<file path="config.mk">
export PLATFORM = sky130hd
export DESIGN_NAME = avst_packet_mux
export DESIGN_NICKNAME = d
export VERILOG_FILES = /design/src/rtl/avst_packet_mux.sv
export SDC_FILE = /design/constraint.sdc
export NUM_CORES = 1
export LEC_CHECK = 0
export CAP_MARGIN = 0
export CORE_AREA = 2 2 87 122
export DETAILED_ROUTE_END_ITERATION = 8
export DIE_AREA = 0 0 89 124
export PLACE_DENSITY_LB_ADDON = 0.08
export SLEW_MARGIN = 20
export SYNTH_ARGS = -nofsm -noshare
export SYNTH_HDL_FRONTEND = slang
export SYNTH_SLANG_ARGS = --single-unit
</file>
<file path="constraint.sdc">
create_clock -name clk -period 4.95 [get_ports clk]
set_input_delay 0.7425 -clock clk [delete_from_list [all_inputs] [get_ports clk]]
set_output_delay 0.7425 -clock clk [all_outputs]
set_load 0.01 [all_outputs]
</file>
<file path="src/rtl/avst_packet_mux.sv">
// N-input Avalon-ST packet multiplexer: whole-packet round-robin arbitration, registered output, orphan discard.
// Build option: define AVST_MUX_PRIO_EN for fixed priority (input 0 highest) instead of round-robin.
module avst_packet_mux #(
  parameter int NUM_INPUTS  = 4,
  parameter int DATA_WIDTH  = 32,
  parameter int EMPTY_WIDTH = 2,
  localparam int SEL_WIDTH  = (NUM_INPUTS > 2) ? $clog2(NUM_INPUTS) : 1
) (
  input  logic                              clk,
  input  logic                              reset_n,
  input  logic [NUM_INPUTS*DATA_WIDTH-1:0]  avsi_data,
  input  logic [NUM_INPUTS-1:0]             avsi_valid,
  input  logic [NUM_INPUTS-1:0]             avsi_sop,
  input  logic [NUM_INPUTS-1:0]             avsi_eop,
  input  logic [NUM_INPUTS*EMPTY_WIDTH-1:0] avsi_empty,
  output logic [NUM_INPUTS-1:0]             avsi_ready,
  output logic [DATA_WIDTH-1:0]             avso_data,
  output logic                              avso_valid,
  output logic                              avso_sop,
  output logic                              avso_eop,
  output logic [EMPTY_WIDTH-1:0]            avso_empty,
  output logic [SEL_WIDTH-1:0]              avso_channel,
  input  logic                              avso_ready,
  output logic [15:0]                       err_orphan_cnt
);

  typedef enum logic {IDLE, LOCKED} state_t;

  state_t                 state, state_nxt;
  logic [SEL_WIDTH-1:0]   grant, grant_nxt;
  logic [SEL_WIDTH-1:0]   rr_ptr, rr_ptr_nxt;
  logic [NUM_INPUTS-1:0]  req;
  logic [NUM_INPUTS-1:0]  orphan;
  logic                   ob_free;
  logic                   in_xfer;
  logic [SEL_WIDTH-1:0]   pick;
  logic                   pick_vld;
  logic [SEL_WIDTH:0]     idx_ext;
  logic [SEL_WIDTH-1:0]   idx;
  logic [DATA_WIDTH-1:0]  sel_data;
  logic                   sel_valid;
  logic                   sel_sop;
  logic                   sel_eop;
  logic [EMPTY_WIDTH-1:0] sel_empty;
  logic [16:0]            orph_sum;
  logic [15:0]            orph_cnt_nxt;

  assign ob_free = !avso_valid || avso_ready;
  assign req     = avsi_valid & avsi_sop;

  // Cyclic search from rr_ptr; with the priority build rr_ptr never leaves 0,
  // so the same search degenerates to lowest-index-wins.
  always_comb begin
    pick     = '0;
    pick_vld = 1'b0;
    idx_ext  = '0;
    idx      = '0;
    for (int unsigned k = 0; k < NUM_INPUTS; k++) begin
      idx_ext = {1'b0, rr_ptr} + (SEL_WIDTH+1)'(k);
      if (idx_ext >= (SEL_WIDTH+1)'(NUM_INPUTS))
        idx_ext = idx_ext - (SEL_WIDTH+1)'(NUM_INPUTS);
      idx = idx_ext[SEL_WIDTH-1:0];
      if (!pick_vld && req[idx]) begin
        pick     = idx;
        pick_vld = 1'b1;
      end
    end
  end

  always_comb begin
    sel_data  = '0;
    sel_valid = 1'b0;
    sel_sop   = 1'b0;
    sel_eop   = 1'b0;
    sel_empty = '0;
    for (int unsigned k = 0; k < NUM_INPUTS; k++) begin
      if (grant == SEL_WIDTH'(k)) begin
        sel_data  = avsi_data[k*DATA_WIDTH +: DATA_WIDTH];
        sel_valid = avsi_valid[k];
        sel_sop   = avsi_sop[k];
        sel_eop   = avsi_eop[k];
        sel_empty = avsi_empty[k*EMPTY_WIDTH +: EMPTY_WIDTH];
      end
    end
  end

  always_comb begin
    state_nxt  = state;
    grant_nxt  = grant;
    rr_ptr_nxt = rr_ptr;
    avsi_ready = '0;
    orphan     = '0;
    in_xfer    = 1'b0;
    unique case (state)
      IDLE: begin
        orphan     = avsi_valid & ~avsi_sop;
        avsi_ready = orphan;
        if (pick_vld) begin
          grant_nxt = pick;
          state_nxt = LOCKED;
        end
      end
      LOCKED: begin
        avsi_ready[grant] = ob_free;
        in_xfer           = sel_valid && ob_free;
        if (in_xfer && sel_eop) begin
          state_nxt = IDLE;
`ifndef AVST_MUX_PRIO_EN
          rr_ptr_nxt = (grant == SEL_WIDTH'(NUM_INPUTS-1)) ? '0 : grant + 1'b1;
`endif
        end
      end
    endcase
    if (!reset_n)
      avsi_ready = '0;
  end

  // Several inputs may discard an orphan in the same cycle; each beat counts.
  always_comb begin
    orph_sum = {1'b0, err_orphan_cnt};
    for (int unsigned k = 0; k < NUM_INPUTS; k++)
      orph_sum = orph_sum + 17'(orphan[k]);
    orph_cnt_nxt = orph_sum[16] ? 16'hFFFF : orph_sum[15:0];
  end

  always_ff @(posedge clk or negedge reset_n) begin
    if (!reset_n) begin
      state          <= IDLE;
      grant          <= '0;
      rr_ptr         <= '0;
      err_orphan_cnt <= '0;
      avso_data      <= '0;
      avso_valid     <= 1'b0;
      avso_sop       <= 1'b0;
      avso_eop       <= 1'b0;
      avso_empty     <= '0;
      avso_channel   <= '0;
    end else begin
      state          <= state_nxt;
      grant          <= grant_nxt;
      rr_ptr         <= rr_ptr_nxt;
      err_orphan_cnt <= orph_cnt_nxt;
      if (ob_free) begin
        if (in_xfer) begin
          avso_data    <= sel_data;
          avso_sop     <= sel_sop;
          avso_eop     <= sel_eop;
          avso_empty   <= sel_empty;
          avso_channel <= grant;
          avso_valid   <= 1'b1;
        end else begin
          avso_valid   <= 1'b0;
        end
      end
    end
  end

endmodule
</file>
==> impl_metrics.env <==
export IMPL_status="finished, final reports clean"
export IMPL_routed_wl_mm=13.6
export IMPL_viasPerCell=5.24
export IMPL_grtUsageTotal_pct=24.1
export IMPL_finalMaxSlewViolations=0
export IMPL_start_util_pct=42.0
export IMPL_min_period_ns=3.46
export IMPL_crit_top_cell="fa_1"
export IMPL_yosysUniqueCellTypes=43
export IMPL_syn_area_um2=4160
export IMPL_ys_seq_elements=60
export IMPL_dpl_cell_count=774
export IMPL_ant_nets=0
export IMPL_overflow=0
export IMPL_cts_tree="done"
export IMPL_ys_top_cells_by_count="71 x a21oi_1, 60 x dfrtp_1, 56 x nand2_1"
export IMPL_critPathKind="in2reg"
export IMPL_p_sw_share_pct=37.0
export IMPL_r2r_end="err_orphan_cnt[14]"
export IMPL_critical_path_max_stage_delay_ns=0.51
export IMPL_dp_hpwl_mm=9.96
export IMPL_diodes=0
export IMPL_p_seq_share_pct=23.4
export IMPL_cell_internal_pwr_w=0.00224
export IMPL_die_height_um=124
export IMPL_crit_path_max_fanout=7
export IMPL_synthDominantAreaCellType="dfrtp_1"
export IMPL_postCtsSetupBuffers=0
export IMPL_cts_max_level=3
export IMPL_grt_pass1_vias=4117
export IMPL_fin_crit_sh_pct=70.0
export IMPL_clockBufferDepth=2
export IMPL_setup_viol=0
export IMPL_grt_setup_unrepaired="false"
export IMPL_worstSkewPairLatency_ns=0.32
export IMPL_wl_per_cell_um=17.2
export IMPL_startpoint_type="input pin"
export IMPL_cts_made_buffers=9
export IMPL_antenna_found_initial=0
export IMPL_via_count=4136
export IMPL_power_density_nw_per_um2=543
export IMPL_ys_async_sr_fraction_pct=100
export IMPL_drt_pass1_iterations=4
export IMPL_final_cells=790
export IMPL_drc=0
export IMPL_synth_nets=619
export IMPL_finClkSkew_ns=0.00688
export IMPL_core_area_um2=9900
export IMPL_p_clk_share_pct=16.4
export IMPL_die_w_um=89
export IMPL_p_leak_nw=2.84
export IMPL_r2r_start="state"
export IMPL_synthCells=460
export IMPL_synth_edf_count=0
export IMPL_avgSynthCellArea_um2=9.04
export IMPL_cap_violations=0
export IMPL_hp_class="reg2reg"
export IMPL_cts_sinks=60
export IMPL_ir_drop_uv=417
export IMPL_num_io_pins=210
export IMPL_cp_cell_sequence="clkdlybuf4s50_1, nor3b_1, fa_1, inv_1, fa_1, inv_1, fa_1, and2_1, nand3_2, nor3_1, mux2_2"
export IMPL_cts_clk_slew_worst_paths_ns=0.05
export IMPL_drive_gt1_share_pct=11.6
export IMPL_path_delay_family="adder cells"
export IMPL_place_congestion=0.885
export IMPL_yosys_warnings=0
export IMPL_ys_flop_type="dfrtp_1"
export IMPL_arrival_ns=3.67
export IMPL_synth_most_common_cell="a21oi_1"
export IMPL_ctsRootBufferMaster="clkbuf_16"
export IMPL_rows=43
export IMPL_holdPathEnd="avso_valid"
export IMPL_fmax_ghz=0.289
export IMPL_ys_seq_area_share_pct=36.1
export IMPL_area_growth_pct=57.2
export IMPL_power_switching_w=0.00131
export IMPL_io_buffers=209
export IMPL_yosysTopAreaCellShare_pct=36.1
export IMPL_die_area_um2=11000
export IMPL_synthTopCellsByArea="dfrtp_1 36%, mux2_4 10%, a21oi_1 8.5%"
export IMPL_slowest_stage="fa_1"
export IMPL_grt_max_degree=69
export IMPL_holdPathStages=2
export IMPL_r2r_slack_ns=1.97
export IMPL_path_depth=11
export IMPL_worst_pin_slew_ns=0.951
export IMPL_hold_viol=0
export IMPL_drtIter0Drc=179
export IMPL_ff2ff_path_depth=10
export IMPL_cts_resized=0
export IMPL_p_comb_share_pct=60.2
export IMPL_finish_net_count=809
export IMPL_hp_start="avso_valid"
export IMPL_relSlewSlack_pct=36.6
export IMPL_fin_setup_tns_ns=0
export IMPL_grt_pass1_wl_mm=20.2
export IMPL_cts_hold_buf=0
export IMPL_cp_required_ns=5.15
export IMPL_endpoint_kind="register"
export IMPL_path_buf_inv=3
-- routing by layer --
metal | share of wire, % | routed length [µm] | track usage, % | vias up
li1 | - | - | - | 1996
met2 | 52 | 7050 | 42.6 | 160
met1 | 38 | 5150 | 26.7 | 1951
met3 | 7.2 | 973 | 6.03 | 29
met5 | 0 | 0 | 0 | -
met4 | 3.2 | 429 | 11.1 | 0
-- cells in the final DEF (no fill, tap or decap), types with 7 or more instances in the layout --
| cell type | n |
|---|---|
| clkdlybuf4s50_1 | 208 |
| mux2_2 | 16 |
| dfrtp_1 | 60 |
| clkbuf_16 | 9 |
| a21oi_1 | 71 |
| xor2_1 | 7 |
| inv_1 | 43 |
| mux2_4 | 28 |
| nand2_1 | 56 |
| o21ai_0 | 42 |
| a22o_1 | 34 |
-- registers in the layout, summed over array words and instances (netlist names) --
signal,count
err_orphan_cnt,16
avso_eop,1
avso_sop,1
avso_empty,2
avso_valid,1
grant,2
state,1
avso_channel,2
avso_data,32
rr_ptr,2
-- per-stage QoR --
step | worst slack [ns] | total power, W | hold slack [ns] | utilization [%] | cell area (µm²)
6_report | 1.49 | 0.00355 | 0.501 | 66.0 | 6540
5_1_grt | 1.35 | 0.00380 | 0.522 | 66.0 | 6540
4_1_cts | 1.48 | 0.00359 | 0.506 | 66.0 | 6540
3_5_place_dp | 1.13 | 0.00298 | 0.492 | 63.2 | 6250
3_3_place_gp | 1.19 | 0.00294 | 0.488 | 63.2 | 6250
2_1_floorplan | 1.74 | 0.00228 | 0.447 | - | 4160
-- power by group through the flow --
stage | combinational [W] | clock (W) | sequential [W]
after floorplan | 0.00139 | 0 | 0.000886
after global placement | 0.00212 | 0 | 0.000826
after detailed placement | 0.00215 | 0 | 0.000834
after CTS | 0.00216 | 0.000597 | 0.000831
after global routing | 0.00232 | 0.000620 | 0.000854
final | 0.00214 | 0.000583 | 0.000829
-- kinds of logic (layout without fill, tap and decap cells) --
group / Yosys count / in the layout / synth area share (%)
muxes: 45 / 45 / 14.7
adders and majority gates: 8 / 8 / 2.95
DFF: 60 / 60 / 36.1
buffers and inverters: 79 / 274 / 9.06
AOI/OAI and AO/OA: 167 / 167 / 25.2
and+or+nand+nor: 94 / 94 / 10.6
xor gates and xnor gates: 7 / 7 / 1.47
-- how the worst max path moves through the flow --
stage / startpoint / to
detailed placement: avsi_valid[0] / err_orphan_cnt[14]
global route: avsi_valid[0] / err_orphan_cnt[14]
global placement: avsi_valid[0] / err_orphan_cnt[14]
floorplan: avsi_valid[0] / err_orphan_cnt[14]
CTS: avsi_valid[0] / err_orphan_cnt[14]
finish: avsi_valid[0] / err_orphan_cnt[14]
-- layout make-up --
type                            instances  area [µm²]
Sequential cell                        60        1500
Clock inverter                          1        5.00
Tap cell                              135         169
Timing Repair Buffer                  215        2130
Clock buffer                           15         278
Multi-Input combinational cell        321        2290
Fill cell                             860        3360
Inverter                               43         161
-- worst reg2reg max path: cells and delay by family, from the launching register on --
family / cells / cell delay (ns)
muxes: 1 / 0.35
adders and majority gates: 3 / 1.12
buffers and inverters: 2 / 0.13
and+or+nand+nor: 4 / 0.80
DFF: 1 / 0.46
Power figures use the tool's default switching activity.
